$ cat src/rtl/cpu_pkg.sv
// cpu_pkg: shared widths and types for the register-file writeback path.
package cpu_pkg;
  localparam int DATA_W   = 16;
  localparam int ADDR_W   = 3;
  localparam int NUM_REGS = 8;
  typedef enum logic {SRC_ALU, SRC_MEM} wb_src_t;
  typedef logic [1:0] pend_cnt_t;
endpackage

$ cat src/rtl/rr_arbiter2.sv
// rr_arbiter2: two-way round-robin arbiter; bit 0 is the ALU, bit 1 the memory unit.
module rr_arbiter2
  import cpu_pkg::*;
(
  input  logic       clock,
  input  logic       reset_n,
  input  logic [1:0] req,
  output logic [1:0] grant
);
  wb_src_t last_grant_q, last_grant_d;
  always_comb begin
    grant        = &req ? (last_grant_q == SRC_MEM ? 2'b01 : 2'b10) : req;
    last_grant_d = grant[1] ? SRC_MEM : grant[0] ? SRC_ALU : last_grant_q;
  end
  // Resetting to MEM lets the ALU win the first contention.
  always_ff @(posedge clock or negedge reset_n)
    if (!reset_n) last_grant_q <= SRC_MEM;
    else          last_grant_q <= last_grant_d;
endmodule

$ cat src/rtl/regfile_write_arbiter.sv
// regfile_write_arbiter: shares the register-file write port between ALU and memory
// writeback, and tracks pending writes per register for hazard stalls.
module regfile_write_arbiter #(
  parameter int DATA_W   = cpu_pkg::DATA_W,
  parameter int ADDR_W   = cpu_pkg::ADDR_W,
  parameter int NUM_REGS = cpu_pkg::NUM_REGS
) (
  input  logic                clock,
  input  logic                reset_n,
  input  logic                alu_valid,
  input  logic [ADDR_W-1:0]   alu_addr,
  input  logic [DATA_W-1:0]   alu_data,
  output logic                alu_ready,
  input  logic                mem_valid,
  input  logic [ADDR_W-1:0]   mem_addr,
  input  logic [DATA_W-1:0]   mem_data,
  output logic                mem_ready,
  input  logic                rsv_valid,
  input  logic [ADDR_W-1:0]   rsv_addr,
  output logic                rsv_ready,
  output logic                rf_write,
  output logic [ADDR_W-1:0]   rf_rd_addr,
  output logic [DATA_W-1:0]   rf_data,
  output logic [NUM_REGS-1:0] busy,
  output logic                err_underflow
);
  logic [1:0]          grant;
  logic                rf_write_q;
  logic [ADDR_W-1:0]   rf_rd_addr_q, rf_rd_addr_d;
  logic [DATA_W-1:0]   rf_data_q, rf_data_d;
  logic                err_q, err_d;
  logic [NUM_REGS-1:0] inc, dec;
  cpu_pkg::pend_cnt_t  cnt_q [NUM_REGS];
  cpu_pkg::pend_cnt_t  cnt_d [NUM_REGS];

  rr_arbiter2 u_arb (
    .clock   (clock),
    .reset_n (reset_n),
    .req     ({mem_valid, alu_valid}),
    .grant   (grant)
  );

  assign alu_ready     = grant[0];
  assign mem_ready     = grant[1];
  assign rsv_ready     = cnt_q[rsv_addr] != 2'd3;
  assign rf_write      = rf_write_q;
  assign rf_rd_addr    = rf_rd_addr_q;
  assign rf_data       = rf_data_q;
  assign err_underflow = err_q;

  always_comb begin
    rf_rd_addr_d = grant[1] ? mem_addr : grant[0] ? alu_addr : rf_rd_addr_q;
    rf_data_d    = grant[1] ? mem_data : grant[0] ? alu_data : rf_data_q;
    err_d        = err_q;
    for (int i = 0; i < NUM_REGS; i++) begin
      inc[i]   = rsv_valid && rsv_ready && rsv_addr == ADDR_W'(i);
      dec[i]   = rf_write_q && rf_rd_addr_q == ADDR_W'(i);
      busy[i]  = cnt_q[i] != '0;
      // A retire with no matching reservation saturates at 0 and is flagged.
      err_d    = err_d | (dec[i] && !inc[i] && cnt_q[i] == '0);
      cnt_d[i] = (inc[i] && !dec[i]) ? cnt_q[i] + 2'd1 :
                 (dec[i] && !inc[i] && cnt_q[i] != '0) ? cnt_q[i] - 2'd1 : cnt_q[i];
    end
  end

  always_ff @(posedge clock or negedge reset_n)
    if (!reset_n) begin
      rf_write_q   <= 1'b0;
      rf_rd_addr_q <= '0;
      rf_data_q    <= '0;
      err_q        <= 1'b0;
      for (int i = 0; i < NUM_REGS; i++) cnt_q[i] <= '0;
    end else begin
      rf_write_q   <= |grant;
      rf_rd_addr_q <= rf_rd_addr_d;
      rf_data_q    <= rf_data_d;
      err_q        <= err_d;
      for (int i = 0; i < NUM_REGS; i++) cnt_q[i] <= cnt_d[i];
    end
endmodule

$ cat config.mk
export PLATFORM = sky130hd
export DESIGN_NAME = regfile_write_arbiter
export DESIGN_NICKNAME = d
export VERILOG_FILES = /design/src/rtl/cpu_pkg.sv /design/src/rtl/rr_arbiter2.sv /design/src/rtl/regfile_write_arbiter.sv
export SDC_FILE = /design/constraint.sdc
export NUM_CORES = 1
export LEC_CHECK = 0
export ABC_AREA = 1
export CAP_MARGIN = 20
export CORE_MARGIN = 10
export CORE_UTILIZATION = 40
export DETAILED_ROUTE_END_ITERATION = 12
export PLACE_DENSITY = 0.83
export SLEW_MARGIN = 20
export SYNTH_ARGS = -nofsm -noshare
export SYNTH_HDL_FRONTEND = slang
export SYNTH_SLANG_ARGS = --single-unit
$ cat constraint.sdc
create_clock -name clock -period 1.6 [get_ports clock]
set_input_delay 0.32 -clock clock [delete_from_list [all_inputs] [get_ports clock]]
set_output_delay 0.32 -clock clock [all_outputs]
set_load 0.02 [all_outputs]
==> results.md <==
* Final hold vios at 0
* Pwr per Cell Area at 1280 nW/um^2
* # rows at 27
* FF-to-FF End: cnt_q[10]
* Final Cell Area at 3730 um^2
* Routed WL at 7.39 mm
* Dpl cells at 513
* Initial DRC count at 117
* Clock root cell: clkbuf_8
* Synthesized area at 2290 um^2
* Share of cells above drive strength 1 at 25.7%
* Setup crit start kind: register
* Ant diodes at 0
* Main synth FF type: dfrtp_1
* Mapped Cells at 325
* Fmax at 604 MHz
* YS warnings at 0
* Ys async rst share at 100%
* Max-slew violation count at 0
* Die area at 9150 um^2
* CTS tree: done
* Minimum hold slack at 0.511 ns
* Initial antenna violation count at 0
* Unrepaired setup endpoints after global routing: true
* Post-synth EDFFs at 0
* CP Data Arrival Time at 1.34 ns
* Nets@finish at 505
* FF-to-FF path depth at 10
* Worst Tran Pin Value at 0.365 ns
* Number of antenna-violating nets in the routed design at 0
* Setup slack, reg-to-reg at 0.01 ns
* Clock Path Buffers at 2
* Placement Setup Slack at -0.715 ns
* Total CTS buffers at 5
* Worst min path class: input pin to asynchronous set/reset pin
* Syn_area_per_cell at 7.04 um^2
* Sequential-to-total area share from yosys stat at 41.6%
* Post-layout util at 67.3%
* Fin crit share at 104%
* DR WL/cell at 13.9 um
* Worst vdd ir at 0.682 mV
* Outcome: finished, violations left
* DR vias at 2,612
* Max_slew headroom at 75.6%
* Chip height at 95.6 um
* Placer Congestion at 0.843
* 1st-pass router iterations at 4
* Vias in the first global route at 2,729
* Clock period minus worst slack at 1.66 ns
* CP Max Fanout at 2
* Post-DP HPWL at 5.58 mm
* Pin count of the biggest net entering global routing at 39
* Leakage at 1.91 nW
* Critical path class: register to primary output
* Clock Sinks at 38
* Syn_nets at 371
* Die X at 95.6 um
* Most frequent cells in the layout: nand2_1 (111), buf_4 (52), nand3_1 (50)
* Setup Skew at 0.00640 ns
* Fin cells at 532
* Final setup vio count at 1
* Gr ovfl total at 0
* Failing checks: negative setup slack
* Reg clk slew, reported paths at 0.08 ns
* Fin worst setup slack at -0.0568 ns
* Unique masters post-synth at 28
* Top Ports at 78
* Core ar. at 5540 um^2
* Htree depth at 2
* Critical path endpoint category: primary output
* Commonest non-fill, non-tap cell in the layout: nand2_1
* First-pass GRT wire length at 11.9 mm
* DRC Markers at 0
* Via-per-instance ratio at 4.91
* Starting Density at 41.3%
* Yosys reg bits at 38
* CP Data Required Time at 1.28 ns
* P&R area growth vs syn at 62.8%
* Worst-Skew Late Latency at 0.30 ns
* Maxcap violations at 0
* Total GRT Usage at 16.4%
* Placed cell area at 3470 um^2
* Reg2Reg Launch Point: cnt_q[2]
* I/O Buffers at 77
## worst max-delay path, cell delays in order, from the launching register on
cell,delay [ns]
dfrtp_1,0.42
nand2_1,0.09
nand2_1,0.06
nand2_1,0.09
nand2_2,0.08
nand3_4,0.08
nand2_2,0.05
inv_2,0.06
buf_6,0.11
## logic make-up (layout without fill, tap and decap cells)
family	Yosys count	in the layout	share of synthesized area (%)
simple gates	222	222	44.9
buf+inv	46	181	8.20
flops	38	38	41.6
compound gates	16	16	3.83
xor+xnor	3	3	1.48
## metal layers
metal,GRT usage [%],wire [um]
met3,10.1,937
met1,16.1,2810
met5,0,0
met4,6.51,146
met2,27.3,3500
## worst max path at each step
stage	slack, ns	startpoint	to
after detailed placement	-0.72	rsv_addr[0]	rsv_ready
after global placement	-0.69	rsv_addr[0]	rsv_ready
after CTS	-0.08	rsv_addr[0]	rsv_ready
final	-0.06	cnt_q[2]	rsv_ready
after global routing	-0.16	cnt_q[2]	err_underflow
after floorplan	0.11	u_arb.last_grant_q	alu_ready
## synthesized netlist by cell type (3+ instances only)
library cell | count | area, um^2
nand2_1 | 112 | 420
dfrtp_1 | 37 | 926
o21ai_1 | 8 | 40.0
nor2_1 | 30 | 113
inv_1 | 33 | 124
nor3_1 | 3 | 15.0
nand4_2 | 3 | 37.5
or2_1 | 3 | 18.8
nand4_1 | 3 | 18.8
nand3_2 | 5 | 50.1
nand3b_1 | 3 | 22.5
nand2_2 | 5 | 31.3
a21oi_1 | 3 | 15.0
o211ai_1 | 3 | 22.5
nand3_1 | 52 | 260
clkbuf_1 | 6 | 22.5
## registers in the layout, summed over array words and instances, names as in the netlist
name and cells:
u_arb.last_grant_q 1, rf_data 16, cnt_q 16, rf_rd_addr 3, rf_write 1, err_underflow 1
## power breakdown
part	total, W	internal [W]	switching [W]	leakage (nW)
combinational	0.00251	0.00117	0.00134	1.40
sequential	0.00142	0.00124	0.000186	0.453
clock	0.000842	0.000464	0.000378	0.0504
## stage by stage
stage / TNS (ns) / total power, W
5_1_grt: -1.09 / 0.00510
3_3_place_gp: -12.34 / 0.00382
2_1_floorplan: 0 / 0.00253
4_1_cts: -0.0788 / 0.00462
6_report: -0.0568 / 0.00477
3_5_place_dp: -14.19 / 0.00388
## final cells by class
type	count	area [um^2]
sequential	38	952
tap	72	90.1
clock inverter	3	45.0
fill	458	1810
timing repair buffer	136	1170
clock buffer	5	68.8
inverter	37	146
multi-input combinational	241	1250
## what timing repair did
item / CTS / global route
gates cloned: 1 / 1
buffers inserted: 4 / 4
endpoints found under the setup margin: 56 / 29
hold endpoints to repair: 37 / 0
pin swaps: 0 / 13
hold buffers: 1 / 0
resized for setup: 74 / 34
(Power assumes the default switching activity.)
